`src/rtl/cms_addsub_arbiter.sv`:
```
// Two-requester round-robin arbiter feeding a registered packed-complex add/sub unit.
// Optional macro CMS_ADDSUB_OVF_EN adds the res_ovf port with per-half signed overflow flags.
module cms_addsub_arbiter #(
  parameter int WIDTH = 32
) (
  input  logic             clk,
  input  logic             rst_n,
  input  logic             req0_valid,
  output logic             req0_ready,
  input  logic [WIDTH-1:0] req0_a,
  input  logic [WIDTH-1:0] req0_b,
  input  logic             req0_add_not_sub,
  input  logic             req1_valid,
  output logic             req1_ready,
  input  logic [WIDTH-1:0] req1_a,
  input  logic [WIDTH-1:0] req1_b,
  input  logic             req1_add_not_sub,
  output logic             res_valid,
  input  logic             res_ready,
  output logic [WIDTH-1:0] res_data,
`ifdef CMS_ADDSUB_OVF_EN
  output logic [1:0]       res_ovf,
`endif
  output logic             res_id
);

  localparam int H = WIDTH / 2;

  logic             load;
  logic             xfer;
  logic             last_grant;
  logic [1:0]       grant;
  logic [WIDTH-1:0] op_a;
  logic [WIDTH-1:0] op_b;
  logic             op_add;
  logic [H-1:0]     a_re, a_im, b_re, b_im;
  logic [H-1:0]     r_re, r_im;

  // last_grant names the requester that won the most recent transfer
  always_comb begin
    grant = 2'b00;
    if (req0_valid && req1_valid)
      grant = last_grant ? 2'b01 : 2'b10;
    else if (req0_valid)
      grant = 2'b01;
    else if (req1_valid)
      grant = 2'b10;
  end

  assign load       = !res_valid || res_ready;
  assign req0_ready = rst_n && load && grant[0];
  assign req1_ready = rst_n && load && grant[1];
  assign xfer       = req0_ready || req1_ready;

  assign op_a   = grant[1] ? req1_a : req0_a;
  assign op_b   = grant[1] ? req1_b : req0_b;
  assign op_add = grant[1] ? req1_add_not_sub : req0_add_not_sub;

  assign a_re = op_a[WIDTH-1:H];
  assign a_im = op_a[H-1:0];
  assign b_re = op_b[WIDTH-1:H];
  assign b_im = op_b[H-1:0];

  // halves are computed separately so no carry or borrow crosses between them
  assign r_re = op_add ? (a_re + b_re) : (a_re - b_re);
  assign r_im = op_add ? (a_im + b_im) : (a_im - b_im);

`ifdef CMS_ADDSUB_OVF_EN
  logic [1:0] nxt_ovf;

  function automatic logic ovf_bit(input logic sa, input logic sb, input logic sr,
                                   input logic add);
    return add ? ((sa == sb) && (sr != sa)) : ((sa != sb) && (sr != sa));
  endfunction

  assign nxt_ovf = {ovf_bit(a_re[H-1], b_re[H-1], r_re[H-1], op_add),
                    ovf_bit(a_im[H-1], b_im[H-1], r_im[H-1], op_add)};

  always_ff @(posedge clk or negedge rst_n) begin
    if (!rst_n)
      res_ovf <= 2'b00;
    else if (xfer)
      res_ovf <= nxt_ovf;
  end
`endif

  always_ff @(posedge clk or negedge rst_n) begin
    if (!rst_n) begin
      res_valid  <= 1'b0;
      res_data   <= '0;
      res_id     <= 1'b0;
      last_grant <= 1'b1;
    end else if (xfer) begin
      res_valid  <= 1'b1;
      res_data   <= {r_re, r_im};
      res_id     <= grant[1];
      last_grant <= grant[1];
    end else if (res_ready) begin
      res_valid  <= 1'b0;
    end
  end

endmodule

```
`config.mk`:
```
export PLATFORM = sky130hd
export DESIGN_NAME = cms_addsub_arbiter
export DESIGN_NICKNAME = d
export VERILOG_FILES = /design/src/rtl/cms_addsub_arbiter.sv
export SDC_FILE = /design/constraint.sdc
export NUM_CORES = 1
export LEC_CHECK = 0
export ABC_AREA = 1
export BUFFER_PORTS_ARGS = -buffer_cell sky130_fd_sc_hd__clkbuf_2
export CAP_MARGIN = 25
export CORE_AREA = 2 2 94 96
export CTS_BUF_LIST = sky130_fd_sc_hd__clkbuf_2
export DETAILED_ROUTE_END_ITERATION = 6
export DIE_AREA = 0 0 96 98
export PLACE_DENSITY = 0.95
export RECOVER_POWER = 25
export SKIP_CTS_REPAIR_TIMING = 1
export SLEW_MARGIN = 20
export SYNTH_ARGS = -nofsm -noshare
export SYNTH_HDL_FRONTEND = slang
export SYNTH_SLANG_ARGS = --single-unit
```
`constraint.sdc`:
```
create_clock -name clk -period 7.3 [get_ports clk]
set_input_delay 0.365 -clock clk [delete_from_list [all_inputs] [get_ports clk]]
set_output_delay 0.365 -clock clk [all_outputs]
set_load 0.005 [all_outputs]
```
==> implementation parameters <==
Parameter                              Value

Worst setup path
  Critical Path Source ... last_grant
  Endpoint of the worst-slack reg-to-reg timing path ... res_data[12]
  Endpoint type of the worst setup path ... flip-flop
  Critical path launch point type ... flip-flop
  Worst-path cell chain ... nand2_4, nand2_4, inv_2, or2_0, o21ai_4, inv_1, nor2_1, xor2_1, inv_1, ha_1, a21oi_1, a21boi_0, inv_1, nand2_1, nand2_1, a21boi_0, or2_2, nand3_1, nand2_1
  Classification of the worst setup path ... flip-flop to flip-flop
  Critical path arrival ... 5180 ps
  Endpoint of the worst setup timing path ... res_data[12]
  Crit path max fanout ... 75
  Kind of cell adding the most delay to the critical path ... simple AND/OR/NAND/NOR gates
  Critical path buffers and inverters ... 4
  Delay contributed by the slowest stage of the critical path ... 600 ps
  WP depth ... 19
  Count of cells along the worst register-to-register path ... 19
  Req. time, crit path ... 7610 ps
  Worst reg2reg path startpoint ... last_grant
  Worst-path cell with the longest stage delay ... sky130_fd_sc_hd__dfstp_2
  Slack of the worst reg-to-reg path ... 2440 ps

Timing
  Share of the clock period used by the worst path after layout ... 66.64%
  Endpoints failing hold ... 0
  Tightest slew margin relative to the limit ... -28.05%
  Upper clock frequency limit ... 0.2056 GHz
  Final TNS setup ... 0 ps
  Setup repair after global routing missed its margin ... false
  Final Max Tran Viols ... 37
  Worst-case clock skew ... 27.16 ps
  Transition at the pin with the smallest max-transition slack ... 1921 ps
  Count of endpoints failing setup in the final report ... 0
  Time the worst path needs with I/O delays and setup ... 4865 ps

Route
  First-pass iteration count of the detailed router ... 5
  Number of vias after detailed routing ... 4983
  DRC marker count from the first detailed-route iteration ... 374
  Avg WL per Cell ... 11.95 µm
  Via density per instance ... 5.008
  Antenna violation net count after detailed routing ... 0
  DRC violation count after routing ... 0
  Wire length after detailed routing ... 11890 µm

Clock network
  Worst skew pair latency ... 380 ps
  CTS tree ... yes
  CTS Sinks ... 35
  Longest Clk Path Bufs ... 2
  Htree depth ... 2
  Clk pin slew, worst setup/hold paths ... 210 ps
  Number of buffers added by the clock tree synthesis step ... 5
  Root buffer cell ... sky130_fd_sc_hd__clkbuf_2

Logic synthesis
  Netlist area before placement ... 4556 µm²
  Dominant cell type by area after synthesis ... sky130_fd_sc_hd__nand2_1
  Post-synthesis area per instance ... 6.224 µm²
  Area contributors post-synth ... sky130_fd_sc_hd__nand2_1 (24%), sky130_fd_sc_hd__dfrtp_1 (19%), sky130_fd_sc_hd__ha_1 (9.3%)
  Proportion of netlist area held by the largest area contributor ... 23.81%
  Post-synth top flop ... sky130_fd_sc_hd__dfrtp_1
  Post-Syn Nets ... 903
  Warnings from Yosys ... 0
  Proportion of synthesized chip area in sequential cells ... 19.25%
  Synthesized instance count ... 732
  Cell types with the highest counts after synthesis ... sky130_fd_sc_hd__nand2_1 (289), sky130_fd_sc_hd__inv_1 (76), sky130_fd_sc_hd__o21ai_0 (38)
  Share of synthesized registers carrying an async set or reset ... 100.0%
  Number of enable-type register cells in the synthesized netlist ... 0
  Count leader, synth ... sky130_fd_sc_hd__nand2_1
  Number of synthesized register bits ... 35
  Post-synthesis cell type count ... 46

Pwr
  PD cells ... 250.4 nW/µm²
  Leakage Power ... 3.182 nW
  Relative contribution of combinational cells to total power ... 69.1%
  Internal Power ... 0.6848 mW
  Peak supply drop ... 112.0 µV
  Sequential power share ... 24.6%
  Share of total power in the clock network ... 6.4%
  Switching component of the power ... 0.6726 mW
  Switching share of power ... 49.55%

Outcome
  Status ... complete, but fails checks
  Failing checks ... max-capacitance violations, max-slew violations

Floorplanning
  Effective utilization at floorplan ... 53.81%
  Die width ... 96 µm
  Placement Rows ... 34
  IO Pins ... 171
  Height of the chip ... 98 µm
  Overall die area ... 9408 µm²
  Area of the core ... 8466 µm²

Global routing
  Via count of the first global-routing pass ... 4567
  Congestion Overflow GR ... 0
  Largest net degree at the start of global routing ... 76
  Initial antenna violation count ... 1
  Wire length of the first global-routing pass ... 19680 µm
  Aggregate global-route resource usage ... 25.45%

Job
  Number of max-cap violations ... 1

Worst hold path
  Path type of the worst min-delay path ... input port to flip-flop

Cells and area
  Number of diodes ... 0
  Layout overhead on the synthesized area ... 19.01%
  Post-layout net count ... 1058
  Layout cell share with drive strength beyond 1 ... 24.80%
  Area of all placed cells without fillers ... 5421 µm²

Place
  Gp weighted congestion ... 0.9392
  Placed wire-length estimate after detailed placement ... 10060 µm
  Instance area at placement ... 5389 µm²
  Count of buffers from port buffering ... 170
-- per-stage QoR --
| step | utilization, % | power [mW] | instances | hold WS [ps] | setup WS (ps) |
|---|---|---|---|---|---|
| floorplan | - | 0.9944 | 732 | 69.41 | 4179 |
| finish | 64.04 | 1.357 | 995 | 183.9 | 2435 |
| global placement | 63.66 | 1.240 | 988 | 464.9 | 2732 |
| CTS | 64.06 | 1.353 | 995 | 84.61 | 2482 |
| detailed placement | 63.66 | 1.265 | 988 | 466.7 | 2553 |
| global route | 64.04 | 1.508 | 995 | 166.8 | 1919 |
-- how the worst min path moves through the flow --
stage | depth (start not counted) | slack, ps | from | to
floorplan | 0 | 70 | rst_n | res_data[0]
global placement | 2 | 460 | res_data[1] | res_data[1]
detailed placement | 2 | 470 | res_id | res_id
CTS | 1 | 80 | rst_n | res_data[19]
global route | 2 | 170 | res_ready | res_valid
finish | 2 | 180 | res_ready | res_valid
-- metal layers --
metal	routed length [µm]	track usage, %	share of wire (%)
met3	959	2.932	8.1
met2	5177	40.49	44
met4	138	4.505	1.2
met1	5614	37.34	47
met5	0	0	0
-- worst register-to-register path: cells and delay by family, from the launching register on --
family                     cells  cell delay (ps)
and+or+nand+nor                9             1730
AOI/OAI and AO/OA              4             1060
buffers and inverters          4              900
DFF                            1              600
adders and majority gates      1              330
xor gates and xnor gates       1              150
-- power groups by stage --
stage | combinational, mW | clock [mW] | sequential [mW]
6_report | 0.937 | 0.0867 | 0.333
5_1_grt | 1.07 | 0.0957 | 0.346
4_1_cts | 0.930 | 0.0887 | 0.334
3_5_place_dp | 0.926 | 0 | 0.339
3_3_place_gp | 0.906 | 0 | 0.335
2_1_floorplan | 0.654 | 0 | 0.341
-- registers in the layout, indices dropped and copies added, names as in the netlist --
signal	count
res_id	1
last_grant	1
res_valid	1
res_data	32
-- cell type report --
class	instances	area, µm²
clock buffer	5	25.02
clock inverter	2	8.758
fill	841	3044
inverter	77	289.0
multi-input combinational	597	3229
sequential	35	877.1
tap	108	135.1
timing repair buffer	171	857.1
-- cells by family (layout without fill, tap and decap cells) --
logic type,count (synthesis),after routing,synth area share [%]
simple gates,413,413,38.48
compound gates,100,100,12.96
flops,35,35,19.25
buf+inv,100,255,9.860
fa+ha+maj,36,36,10.22
xor+xnor,48,48,9.228
-- placed cells by master (no fill, tap or decap), drive strengths merged, types with 2 or more instances in the layout --
cell type  synthesis  routed
a21boi             4       4
a21oi             27      27
a31oi              5       5
clkbuf             5     175
clkinv             0       2
dfrtp             34      34
fa                 2       2
ha                34      34
inv               77      77
nand2            313     313
nand3             35      35
nand3b            10      10
nand4              2       2
nor2              42      42
nor3               7       7
o21ai             54      54
o22ai              2       2
o31ai              3       3
or2                3       3
xnor2             28      28
xor2              20      20
(Power assumes the default switching activity.)
